$ cat src/rtl/soc_wb2sram_bridge.sv
// Wishbone B3 slave to single-port SRAM bridge: classic cycles and incrementing bursts (linear, wrap-4/8/16).
// Optional address bounds check is compiled in with `define WB2SRAM_BOUNDS_CHECK_EN.
//
//   state  | meaning
//   IDLE   | waiting for a request; a read is issued in the request cycle
//   ACTIVE | acking beats; writes land at adr_q, burst reads prefetch the next word
//   ERR    | out-of-range access, error response for one cycle
module soc_wb2sram_bridge #(
  parameter int AW            = 32,
  parameter int DW            = 32,
  parameter int WORD_AW       = AW - ((DW / 8) >> 1),
  parameter int MEM_SIZE_BYTE = 'h8000
) (
  input  logic               clk,
  input  logic               rst,
  input  logic [AW-1:0]      wb_adr_i,
  input  logic [DW-1:0]      wb_dat_i,
  input  logic [DW/8-1:0]    wb_sel_i,
  input  logic               wb_we_i,
  input  logic               wb_cyc_i,
  input  logic               wb_stb_i,
  input  logic [2:0]         wb_cti_i,
  input  logic [1:0]         wb_bte_i,
  output logic [DW-1:0]      wb_dat_o,
  output logic               wb_ack_o,
  output logic               wb_err_o,
  output logic               wb_rty_o,
  output logic               sram_ce,
  output logic               sram_we,
  output logic               sram_oe,
  output logic [WORD_AW-1:0] sram_waddr,
  output logic [DW-1:0]      sram_din,
  output logic [DW/8-1:0]    sram_sel,
  input  logic [DW-1:0]      sram_dout
);

  localparam int SW    = DW / 8;
  localparam int SHIFT = SW >> 1;

  localparam logic [1:0] IDLE   = 2'd0;
  localparam logic [1:0] ACTIVE = 2'd1;
  localparam logic [1:0] ERR    = 2'd2;

  logic [1:0]         state_q, state_d;
  logic [WORD_AW-1:0] adr_q, adr_d;
  logic [WORD_AW-1:0] adr_inc, adr_next, adr_in;
  logic [AW-1:0]      adr_shifted;
  logic               req, burst;
  logic               oob_in, oob_next;
  logic               err_raw;

  assign req         = wb_cyc_i & wb_stb_i;
  assign burst       = req & (wb_cti_i == 3'b010);
  assign adr_shifted = wb_adr_i >> SHIFT;
  assign adr_in      = adr_shifted[WORD_AW-1:0];
  assign adr_inc     = adr_q + WORD_AW'(1);

  // Wrapping bursts only carry into the low bits; the upper word address stays put.
  always_comb begin
    adr_next = adr_inc;
    case (wb_bte_i)
      2'b01:   adr_next = {adr_q[WORD_AW-1:2], adr_inc[1:0]};
      2'b10:   adr_next = {adr_q[WORD_AW-1:3], adr_inc[2:0]};
      2'b11:   adr_next = {adr_q[WORD_AW-1:4], adr_inc[3:0]};
      default: adr_next = adr_inc;
    endcase
  end

`ifdef WB2SRAM_BOUNDS_CHECK_EN
  localparam logic [AW:0] MEM_LIMIT = (AW+1)'(MEM_SIZE_BYTE);

  assign oob_in   = {1'b0, wb_adr_i} >= MEM_LIMIT;
  assign oob_next = (((AW+1)'(adr_next)) << SHIFT) >= MEM_LIMIT;
  assign wb_err_o = err_raw;
`else
  assign oob_in   = 1'b0;
  assign oob_next = 1'b0;
  assign wb_err_o = 1'b0;
`endif

  always_comb begin
    state_d    = state_q;
    adr_d      = adr_q;
    sram_ce    = 1'b0;
    sram_we    = 1'b0;
    sram_oe    = 1'b0;
    sram_waddr = adr_q;
    wb_ack_o   = 1'b0;
    err_raw    = 1'b0;
    case (state_q)
      IDLE: begin
        sram_waddr = adr_in;
        if (req) begin
          adr_d = adr_in;
          if (oob_in) begin
            state_d = ERR;
          end else begin
            state_d = ACTIVE;
            if (!wb_we_i) begin
              sram_ce = 1'b1;
              sram_oe = 1'b1;
            end
          end
        end
      end
      ACTIVE: begin
        wb_ack_o = req;
        if (req && wb_we_i) begin
          sram_ce = 1'b1;
          sram_we = 1'b1;
        end
        if (burst) begin
          adr_d = adr_next;
          if (oob_next) begin
            state_d = ERR;
          end else if (!wb_we_i) begin
            // Prefetch the next beat so reads keep one beat per cycle.
            sram_ce    = 1'b1;
            sram_oe    = 1'b1;
            sram_waddr = adr_next;
          end
        end else begin
          state_d = IDLE;
        end
      end
      ERR: begin
        err_raw = req;
        state_d = IDLE;
      end
      default: state_d = IDLE;
    endcase
    if (rst) begin
      sram_ce  = 1'b0;
      sram_we  = 1'b0;
      sram_oe  = 1'b0;
      wb_ack_o = 1'b0;
      err_raw  = 1'b0;
    end
  end

  always_ff @(posedge clk) begin
    if (rst) begin
      state_q <= IDLE;
      adr_q   <= '0;
    end else begin
      state_q <= state_d;
      adr_q   <= adr_d;
    end
  end

  assign wb_dat_o = sram_dout;
  assign sram_din = wb_dat_i;
  assign sram_sel = wb_sel_i;
  assign wb_rty_o = 1'b0;

  logic unused_bits;
  assign unused_bits = ^{1'b0, adr_shifted, err_raw, (MEM_SIZE_BYTE != 0)};

endmodule

$ cat config.mk
export PLATFORM = sky130hd
export DESIGN_NAME = soc_wb2sram_bridge
export DESIGN_NICKNAME = d
export VERILOG_FILES = /design/src/rtl/soc_wb2sram_bridge.sv
export SDC_FILE = /design/constraint.sdc
export NUM_CORES = 1
export LEC_CHECK = 0
export CORE_AREA = 2 2 132 82
export CTS_CLUSTER_DIAMETER = 60
export DETAILED_ROUTE_END_ITERATION = 10
export DIE_AREA = 0 0 134 84
export PLACE_DENSITY = 0.78
export SLEW_MARGIN = 10
export SYNTH_ARGS = -nofsm -noshare
export SYNTH_HDL_FRONTEND = slang
export SYNTH_SLANG_ARGS = --single-unit
$ cat constraint.sdc
create_clock -name clk -period 3.1 [get_ports clk]
set_clock_uncertainty 0.05 [all_clocks]
set_input_delay 0.62 -clock clk [delete_from_list [all_inputs] [get_ports clk]]
set_output_delay 0.62 -clock clk [all_outputs]
set_load 0.02 [all_outputs]
== Yosys cells after proc, flatten, opt, wreduce, memory -nomap -nowiden ==
Index checks and enable logic that the tools add are counted.

* Register bits after elaboration: 32

* Add/subtract/negate cells: 1
* Equality and inequality tests: 8
* Multiplexer cells: 24
* Bitwise gates (word level): 2
* Reduce and logical (&&, ||, !) cells: 5

{| class="wikitable"
|+ Operators with widths
! kind !! number
|-
| 2-to-1 mux 30 bit || 4
|-
| one-hot mux 30 bit (2 select lines) || 2
|-
| one-hot mux 30 bit (3 select lines) || 1
|-
| adder 30 x 1 -> 30 bit, second input constant || 1
|-
| 2-to-1 mux 1 bit || 12
|-
| inequality test 2 bit, second input constant || 3
|-
| equality test 2 x 1 -> 1 bit, second input constant || 2
|-
| equality test 2 bit, second input constant || 2
|-
| 2-to-1 mux 2 bit || 2
|-
| one-hot mux 1 bit (2 select lines) || 2
|-
| one-hot mux 2 bit (2 select lines) || 1
|-
| equality test 3 x 2 -> 1 bit, second input constant || 1
|-
| AND reduction 3 bit || 1
|-
| AND 1 bit || 2
|-
| zero test 2 bit || 1
|-
| AND reduction 2 bit || 1
|-
| nonzero test 2 bit || 1
|-
| logical AND 1 bit || 1
|}

== Logic depth before layout (Yosys ltp) ==
Gate-level depths: netlist (run 1).

* Depth in word-level cells: 7
* Gate-level depth with buffers: 8

== Least setup slack after synthesis (run 1) ==
No wires, ideal clock.

* Path type: input port to output port
* Start: input wb_cti_i[0]
* End: output sram_waddr[24]
* Arrival: 2901 ps
* Required time: 2430 ps
* Slack: -471 ps
* Stages: 7
* Buffers on the path: 2
* Path through: or3b_1 -> buf_2 -> or3_1 -> or4_1 -> buf_2 -> or3_1 -> a31oi_1

* Longest elaborated chain between the ends: 4

{| class="wikitable"
|+ RTL lines
! item !! line !! source
|-
| from (decl) || 22 || <nowiki>input logic [2:0] wb_cti_i,</nowiki>
|-
| equality test 3 x 2 -> 1 bit || 53 || <nowiki>assign burst = req & (wb_cti_i == 3'b010);</nowiki>
|-
| AND 1 bit || 53 ||
|-
| 2-to-1 mux 30 bit || 112 || <nowiki>if (burst) begin</nowiki>
|-
| one-hot mux 30 bit (2 select lines) || 90 || <nowiki>case (state_q)</nowiki>
|-
| to (decl) || 31 || <nowiki>output logic [WORD_AW-1:0] sram_waddr,</nowiki>
|}

Every way passes these cells.

== Worst setup path in the final report (run 1) ==
* Start: input wb_cti_i[2]
* End: output sram_waddr[28]

Same word-level chain as after synthesis.

==> results of run 1 <==
-- layer usage --
metal / vias up / global-route usage
met5: - / 0
met4: 0 / 0.0464
met3: 27 / 0.0814
met2: 270 / 0.319
met1: 1852 / 0.290
li1: 1824 / -
-- worst min-delay path by stage --
stage | end | cells after the start
global placement | adr_q[29] | 2
floorplan | adr_q[20] | 2
detailed placement | adr_q[20] | 2
finish | adr_q[20] | 2
CTS | adr_q[20] | 2
global route | adr_q[20] | 2
-- cell usage in the layout, fill, tap and decap left out, types with 6 or more instances in the layout --
cell type	count
o21ai_0	17
nand3_1	20
nor2_1	55
nor4_1	11
buf_4	88
nand2_1	26
clkbuf_2	6
dfxtp_1	30
and3_1	8
a21oi_2	11
xor2_1	12
xnor2_1	10
clkdlybuf4s50_1	35
o22ai_1	9
a21oi_1	33
nand4_1	17
mux2i_1	7
a31oi_1	7
a22oi_1	9
nor3_1	14
a2111oi_0	7
buf_6	20
-- worst max-delay path, cell delays in order --
cell and delay, ns:
buf_6 0.09, or3b_4 0.40, or3_4 0.36, or4_4 0.49
or3_4 0.36, a31oi_4 0.18, buf_6 0.13
-- state kept, by name, summed over array words and instances, names as in the netlist --
| signal | count |
|---|---|
| adr_q | 30 |
| state_q | 1 |
-- cell families (layout without fill, tap and decap cells) --
logic type                 count (synthesis)  in the layout  synth area share
AOI/OAI and AO/OA                        121            121             0.225
xor gates and xnor gates                  26             26            0.0678
adders and majority gates                  1              1           0.00373
buffers and inverters                    114            170             0.207
DFF                                       31             31             0.185
muxes                                      8              8            0.0242
other                                      1              2           0.00112
and+or+nand+nor                          188            188             0.286
-- power breakdown --
group / internal, uW / switching [uW]
Clock: 294 / 182
Sequential: 423 / 28.8
Combinational: 200 / 223
-- metrics by stage --
| stage | TNS (ns) | cells | power, uW | hold slack (ns) |
|---|---|---|---|---|
| global placement | -26.12 | 660 | 864 | 0.459 |
| CTS | -1.40 | 679 | 1340 | 0.486 |
| floorplan | -0.615 | 491 | 795 | 0.440 |
| detailed placement | -26.04 | 660 | 874 | 0.477 |
| finish | -1.26 | 686 | 1350 | 0.491 |
| global route | -2.51 | 686 | 1400 | 0.516 |
-- final cells by class --
cell class | instances | area, um^2 | share of cell area
clock buffer | 7 | 133 | 0.0287
sequential | 31 | 624 | 0.135
timing repair buffer | 159 | 1380 | 0.300
tap | 139 | 174 | 0.0377
multi-input combinational | 346 | 2290 | 0.496
inverter | 4 | 15.0 | 0.00325
-- what timing repair did --
item | 4_1_cts | 5_1_grt
endpoints found under the setup margin | 32 | 28
pin swaps | 26 | 25
gates resized for setup | 160 | 52
gates cloned | 2 | 0
setup buffers | 10 | 8
==> run_results.csv, run 1 <==
group,metric,value,unit
status,status,"finished with violations",
status,violations,"setup timing",
yosys,synth-edff-count,0,
worst_setup_path,required,2.43,ns
worst_hold_path,hp-start,"adr_q[20]",
yosys,synthArstFlopShare,0,
yosys,synth.distinct_cells,50,
pwr,power_density,293,nW/um^2
route,dr.pass1.iters,5,
route,drtIter0Drc,427,
cts,clock-sinks,31,
worst_setup_path,worstReg2RegEnd,"adr_q[26]",
yosys,ys.flop_type,"dfxtp_1",
grt,grt_pass1_wl,19300,um
cts,clkTransAtPathRegs,0.05,ns
flow_run,max_cap_violations,0,
cts,cts_max_path_buffers,2,
grt,antenna_found_initial,0,
worst_setup_path,crit_start,"wb_cti_i[2]",
route,wl,12400,um
route,vias_per_cell,5.79,
floorplanning,io_pins,214,
worst_setup_path,worstSetupPathType,"input port to primary output",
final_layout,final_layout_size_suffix_gt1_frac,0.300,
grt,grt_max_degree,55,
placement,place.gp.congestion,0.942,
route,vias,3973,
timing,tightest_slew,0.517,ns
worst_setup_path,worstPathArrival,2.64,ns
placement,place.port_buffers,73,
yosys,ys_ff_latch,31,
timing,slew_viol_final,0,
timing,rsz0062_at_grt,"yes",
final_layout,area_growth,37.5,%
placement,dpl-instance-area,4220,um^2
yosys,yosys.area.top_type,"dfxtp_1",
yosys,yosysMostFrequentCell,"buf_4",
placement,dp_hpwl,8660,um
yosys,yosys-top-cells-area,"dfxtp_1 (18%), buf_4 (16%), a21oi_1 (6.6%)",
timing,slew-limit-headroom,0.646,
final_layout,stdcell_area,4620,um^2
timing,setup_viol,13,
cts,htreeDepth,2,
route,drt.antenna.violating_nets,0,
cts,clk_latency,0.28,ns
yosys,syn_area,3360,um^2
final_layout,nNetsFinal,658,
route,wl_met2,5280,um
worst_setup_path,startpoint_type,"input port",
yosys,yosysSeqAreaShare,0.185,
worst_setup_path,endpoint,"sram_waddr[28]",
cts,root_buffer,"clkbuf_16",
final_layout,diodes,0,
pwr,leakage,0.00171,uW
floorplanning,fp-row-count,29,
final_layout,nFillCells,979,
worst_setup_path,r2r_cells,9,
timing,finalCritPeriodShare,1.07,
worst_setup_path,timing.rr.start,"adr_q[3]",
final_layout,final_core_util,0.453,
yosys,ys_warn_count,0,
timing,fin_ws,-0.212,ns
worst_setup_path,r2r_slack,0.82,ns
cts,cts_buffers,5,
yosys,synthTopCellsByCount,"buf_4 (70), nor2_1 (55), a21oi_1 (44), clkbuf_1 (33), dfxtp_1 (31)",
yosys,syn_inst,490,
timing,fmax,0.302,GHz
cts,holdBufCountCts,0,
worst_setup_path,crit_fanout,7,
route,drt_drc_violations_left,0,
floorplanning,die_w,134,um
route,routed_wire_length_per_instance,18.0,um
floorplanning,core,10200,um^2
floorplanning,initial_core_util,0.329,
yosys,avgSynthCellArea,6.85,um^2
pwr,ir_drop,0.172,mV
cts,cts_tree,"yes",
floorplanning,dieArea,11300,um^2
placement,dp_slack,-1.22,ns
yosys,synth_top_area_share,0.185,
grt,grt_usage,0.213,
worst_setup_path,end_kind,"primary output",
worst_hold_path,hold_path_class,"flop to flop",
grt,grt_pass1_vias,3705,
route,wl_met3,1550,um
grt,overflow,0,
route,routed.top_layer,"met4",
timing,fin_crit,3.31,ns
timing,final-hold-violation-count,0,
floorplanning,chipHeight,84,um
route,wl_met1,5370,um
(Power assumes the default switching activity.)
==> run 2: changes to the inputs <==
- ABC_AREA: unset -> 1
- CAP_MARGIN: unset -> 10
- CORE_AREA: 2 2 132 82 -> 2 2 134 84
- DIE_AREA: 0 0 134 84 -> 0 0 136 86
- PLACE_DENSITY: 0.78 -> 0.76
==> run_results.csv, run 2 <==
group,metric,value,unit
status,status,"complete, no violations",
placement,dpl-instance-area,4040,um^2
floorplanning,die_w,136,um
worst_setup_path,r2r_slack,0.84,ns
route,vias_per_cell,4.93,
worst_setup_path,endpoint,"sram_waddr[21]",
final_layout,top_register,"adr_q",
cts,clkTransAtPathRegs,0.05,ns
timing,timing.hold.ws,0.513,ns
grt,grt_pass1_vias,3394,
route,drt_drc_violations_left,0,
yosys,synth_top_area_share,0.187,
yosys,yosysSeqAreaShare,0.179,
final_layout,diodes,0,
yosys,ys.flop_type,"dfxtp_1",
grt,antenna_found_initial,0,
timing,slew_viol_final,0,
timing,rsz0062_at_grt,"yes",
yosys,avgSynthCellArea,5.79,um^2
floorplanning,dieArea,11700,um^2
yosys,syn_inst,597,
yosys,ys_warn_count,0,
cts,holdBufCountCts,0,
floorplanning,io_pins,214,
worst_setup_path,required,2.43,ns
yosys,synth-edff-count,0,
worst_setup_path,crit_fanout,7,
timing,final-hold-violation-count,0,
pwr,power,1330,uW
grt,grt_usage,0.180,
worst_setup_path,r2r_cells,8,
final_layout,final_cell_mix,"nand2_1 (172), o21ai_0 (60), a21oi_1 (58), clkdlybuf4s50_1 (42), inv_1 (40)",
route,wl,10400,um
cts,root_buffer,"clkbuf_16",
worst_setup_path,startpoint_type,"input port",
grt,grt_pass1_wl,16800,um
yosys,synthTopCellsByCount,"nand2_1 (172), buf_4 (70), o21ai_0 (60), a21oi_1 (58), nor2_1 (41)",
pwr,ir_drop,0.198,mV
route,routed_wire_length_per_instance,13.6,um
timing,tightest_slew,0.505,ns
worst_setup_path,end_kind,"primary output",
final_layout,final_layout_size_suffix_gt1_frac,0.165,
yosys,yosys-top-cells-area,"nand2_1 (19%), dfxtp_1 (18%), buf_4 (15%)",
yosys,ys_ff_latch,31,
final_layout,final_common_cell,"nand2_1",
yosys,synth.distinct_cells,39,
placement,place.port_buffers,73,
cts,cts_max_path_buffers,2,
final_layout,top_regs,"adr_q: 30 flops, state_q: 1 flops",
placement,dp_hpwl,7810,um
worst_hold_path,hold_path_class,"flop to flop",
timing,fmax,0.327,GHz
yosys,yosysMostFrequentCell,"nand2_1",
final_layout,stdcell_area,4100,um^2
cts,clk_latency,0.29,ns
final_layout,largest_reg_flops,30,
yosys,yosys.area.top_type,"nand2_1",
worst_setup_path,worstSetupPathType,"input port to primary output",
pwr,leakage,0.00176,uW
yosys,synthArstFlopShare,0,
floorplanning,initial_core_util,0.333,
floorplanning,core,10400,um^2
grt,overflow,0,
cts,clock-sinks,31,
worst_setup_path,crit_start,"wb_bte_i[0]",
cts,cts_buffers,5,
route,dr.pass1.iters,5,
grt,grt_max_degree,52,
timing,finalCritPeriodShare,0.985,
timing,fin_crit,3.05,ns
yosys,syn_area,3460,um^2
pwr,power_density,324,nW/um^2
worst_setup_path,worstReg2RegEnd,"adr_q[8]",
timing,slew-limit-headroom,0.663,
floorplanning,fp-row-count,29,
worst_setup_path,timing.rr.start,"state_q[0]",
route,vias,3755,
final_layout,final_core_util,0.395,
final_layout,area_growth,18.6,%
route,drt.antenna.violating_nets,0,
worst_setup_path,worstPathArrival,2.38,ns
route,drtIter0Drc,399,
flow_run,max_cap_violations,0,
final_layout,nNetsFinal,733,
floorplanning,chipHeight,86,um
timing,setup_viol,0,
cts,cts_tree,"yes",
placement,place.gp.congestion,0.927,
cts,htreeDepth,2,
final_layout,nFillCells,1149,
-- run 2: critical path, stage by stage --
cell and delay (ns):
clkdlybuf4s50_1 0.44, buf_4 0.16, nor2_4 0.10, nand3b_4 0.11, nor2_8 0.18, buf_6 0.14, nand2_1 0.05, nand2_1 0.06
nand2_1 0.06, o21ai_1 0.15, nand2_1 0.07, clkdlybuf4s15_2 0.25
-- run 2: worst min path at each step --
| stage | startpoint | to | slack (ns) | cells past startpoint |
|---|---|---|---|---|
| after global routing | adr_q[28] | adr_q[28] | 0.55 | 2 |
| after CTS | adr_q[29] | adr_q[29] | 0.52 | 2 |
| after global placement | adr_q[28] | adr_q[28] | 0.51 | 2 |
| after floorplan | adr_q[29] | adr_q[29] | 0.48 | 2 |
| after detailed placement | adr_q[29] | adr_q[29] | 0.51 | 2 |
| final | adr_q[29] | adr_q[29] | 0.51 | 2 |
-- run 2: power by group --
part | internal [uW] | leakage [uW] | switching [uW]
Combinational | 140 | 0.00143 | 185
Clock | 342 | 0.0000772 | 195
Sequential | 427 | 0.000255 | 38.2
Total | 909 | 0.00176 | 419
-- run 2: cells by family (layout without fill, tap and decap cells) --
| group | after synthesis | after routing | synth area share |
|---|---|---|---|
| simple gates | 269 | 269 | 0.336 |
| buf+inv | 140 | 165 | 0.237 |
| fa+ha+maj | 1 | 1 | 0.00362 |
| xor+xnor | 8 | 8 | 0.0203 |
| compound gates | 147 | 147 | 0.223 |
| other cells | 1 | 2 | 0.00108 |
| flops | 31 | 31 | 0.179 |
-- run 2: cell type report --
cell class	instances	area (um^2)	area share
clock buffer	8	156	0.0381
sequential	31	621	0.151
tap	139	174	0.0424
multi-input combinational	427	2050	0.499
inverter	43	161	0.0394
timing repair buffer	114	941	0.229
-- run 2: what timing repair did --
| item | CTS | global route |
|---|---|---|
| gates cloned | 0 | 0 |
| buffers inserted | 0 | 1 |
| pin swaps | 0 | 3 |
| setup endpoints to repair | 30 | 30 |
| resized for setup | 49 | 62 |
-- run 2: layer usage --
metal  part of all wire  global-route usage  up-vias  wire (um)
li1                   -                   -     1918          -
met1               0.52               0.274     1660       5430
met2               0.37               0.228      166       3790
met3               0.10              0.0757       11       1080
met4             0.0082              0.0369        0         85
met5                  0                   0        -          0
-- run 2: metrics by stage --
stage / TNS, ns / setup slack (ns) / std cells
global placement: -7.41 / -0.339 / 753
global route: -0.204 / -0.124 / 762
detailed placement: -7.88 / -0.340 / 753
CTS: -0.00438 / -0.00438 / 761
floorplan: 0 / 0.554 / 598
finish: 0 / 0.0455 / 762
==> patch: new RTL, flow settings as in run 1 <==
Build with the macro `WB2SRAM_BOUNDS_CHECK_EN` defined.
--- a/src/rtl/soc_wb2sram_bridge.sv
+++ b/src/rtl/soc_wb2sram_bridge.sv
@@ -5,6 +5,8 @@
 //   IDLE   | waiting for a request; a read is issued in the request cycle
 //   ACTIVE | acking beats; writes land at adr_q, burst reads prefetch the next word
 //   ERR    | out-of-range access, error response for one cycle
+`define WB2SRAM_BOUNDS_CHECK_EN
+
 module soc_wb2sram_bridge #(
   parameter int AW            = 32,
   parameter int DW            = 32,
Behaviour: not the same (Yosys sat finds a counterexample within 4 cycles, from zero or initial values and one cycle with rst high).
==> patch against run 1 <==
The flow still finishes with violations (negative setup slack). Cell area is 22% higher. Synthesized area is 9.8% higher. Combinational power is 43% higher. Final cell count is 17% higher. Wire length is 22% higher. Total power is 25% higher. Sequential cell count is 1 higher. Setup slack worse by 0.50 ns.
==> patch: results (changes against run 1) <==
leak pwr 2.27 nW (was 1.71 nW); clock network power 0.631 mW (was 0.476 mW); initial antenna violation count 0 (unchanged); switch share 31.4% (was 32.1%); Hold Path Class reg2reg (unchanged); IO buf count 74 (was 73); Synth Flop Type dfxtp_1 (unchanged); wirelength, routed 15100 um (was 12400 um); Rel. slew slack 23.8% (was 64.6%); CTS H-tree depth 2 (unchanged); Seq/Total Area, Yosys 17.4% (was 18.5%); Final Net Count 776 (was 658); post-DP HPWL 11100 um (was 8660 um); final slew viol count 0 (unchanged); Syn Nets 658; ANT cells 0 (unchanged); failing checks negative setup slack (unchanged); # fillers 899 (was 979); TritonCTS Buffers 5 (unchanged); CP max FO 4 (was 7); commonest cells in the netlist buf_4 (70), nor2_1 (66), nand2_1 (58) (was buf_4 (70), nor2_1 (55), a21oi_1 (44)); Worst-path clk slew 0.06 ns; largest registers adr_q (30), state_q (2) (was adr_q (30), state_q (1)); Root Driver clkbuf_16 (unchanged); Critical Path AT 3.14 ns (was 2.64 ns); DR iter-0 viols 553 (was 427); maxcap violations 0 (unchanged); largest net degree at the start of global routing 32 (was 55); pre-CTS setup slack -1.63 ns (was -1.22 ns); status complete, but fails checks (unchanged); 1st-pass router iterations 5 (unchanged); P_comb 0.604 mW (was 0.423 mW); worst setup margin -0.714 ns (was -0.212 ns); ys async rst share 0% (unchanged); Yosys cell types 58 (was 50); Skew-Pair Late Insertion Delay 0.29 ns; via count 4786 (was 3973); layout cells sized above 1 37.1% (was 30.0%); ranking of synthesized cells by area dfxtp_1 (17%), buf_4 (14%), nor2_1 (6.7%) (was dfxtp_1 (18%), buf_4 (16%), a21oi_1 (6.6%)); RePlAce Congestion 0.905 (was 0.942); synth warn 0 (unchanged); vias in the first global route 4694 (was 3705); final setup fails 32 (was 13); worst vdd ir 240 uV (was 172 uV); first-pass GRT wire length 24000 um (was 19300 um); Total GRT Usage 26.6% (was 21.3%); CTS max path bufs 2 (unchanged); Post-synth EDFFs 0 (unchanged); Pwr Total 1.69 mW (was 1.35 mW)
==> patch: changes by cell type in the layout (fill, tap and decap cells not counted), sizes merged, moves of 7 or more <==
| cell | change |
|---|---|
| nor2 | +11 |
| o21ai | +12 |
| buf | +69 |
| a211oi | +12 |
| nand2 | +32 |
| mux2i | -7 |
| xor2 | -10 |
| a22o | +14 |
==> patch: cells by family after synthesis <==
kind of cell             Yosys count  share of synthesized area, %
XOR/XNOR                          10                          2.38
adder cells (fa/ha/maj)            1                         0.339
AO/OA/AOI/OAI                    159                          28.4
flip-flops                        32                          17.4
other                              1                         0.102
buffers and inverters            121                          19.9
multiplexers                       2                         0.611
AND/OR/NAND/NOR                  221                          30.9
==> patch: timing repair <==
item | CTS | global route
gates resized for setup | 216 | 24
gates cloned | 1 | 0
setup buffers | 12 | 3
endpoints found under the setup margin | 33 | 32
pin swaps | 17 | 10
==> patch: path summary, 6_finish.rpt <==
path                               start                       to  slack [ns]  depth (start not counted)
setup / recovery             wb_bte_i[0]           sram_waddr[10]       -0.71                         13
hold / removal    adr_q[12]$_SDFFE_PP0P_   adr_q[12]$_SDFFE_PP0P_        0.60                          3
setup reg to reg   adr_q[8]$_SDFFE_PP0P_  state_q[1]$_SDFFE_PP0P_        0.38                         12
hold reg to reg   adr_q[12]$_SDFFE_PP0P_   adr_q[12]$_SDFFE_PP0P_        0.60                          3
==> patch: critical path, stage by stage <==
cell and delay (ns):
buf_6 0.10, and4bb_2 0.36, buf_6 0.12, nand4_1 0.21
buf_4 0.23, nor3_2 0.14, nor2_1 0.08, nand4b_4 0.28
buf_6 0.19, nor4_4 0.25, a211oi_2 0.14, a311oi_4 0.26
buf_6 0.16
==> patch: layer usage <==
metal	wire length [um]	GRT usage, %	up-vias
met5	0	0	-
met4	227	7.45	0
met3	1990	9.17	27
met2	6390	39.0	361
met1	6520	36.8	2233
li1	-	-	2165
==> patch: area by class of cell <==
class,instances,area (um^2),area share (%)
multi-input cells,394,2630,46.8
clock inverters,1,30.0,0.534
flip-flops and latches,32,642,11.4
clock buffers,7,153,2.72
repair buffers,224,1960,34.9
inverters,8,30.0,0.534
well taps,139,174,3.09
==> patch: metrics by stage <==
| step | TNS (ns) | hold slack, ns | util, % | std cells | area, um^2 |
|---|---|---|---|---|---|
| 2_1_floorplan | -11.43 | 0.437 | - | 547 | 3880 |
| 3_3_place_gp | -46.79 | 0.561 | 50.5 | 784 | 5150 |
| 3_5_place_dp | -49.67 | 0.576 | 50.5 | 784 | 5150 |
| 4_1_cts | -18.95 | 0.601 | 54.5 | 805 | 5560 |
| 5_1_grt | -22.99 | 0.639 | 55.1 | 805 | 5620 |
| 6_report | -19.82 | 0.603 | 55.1 | 805 | 5620 |
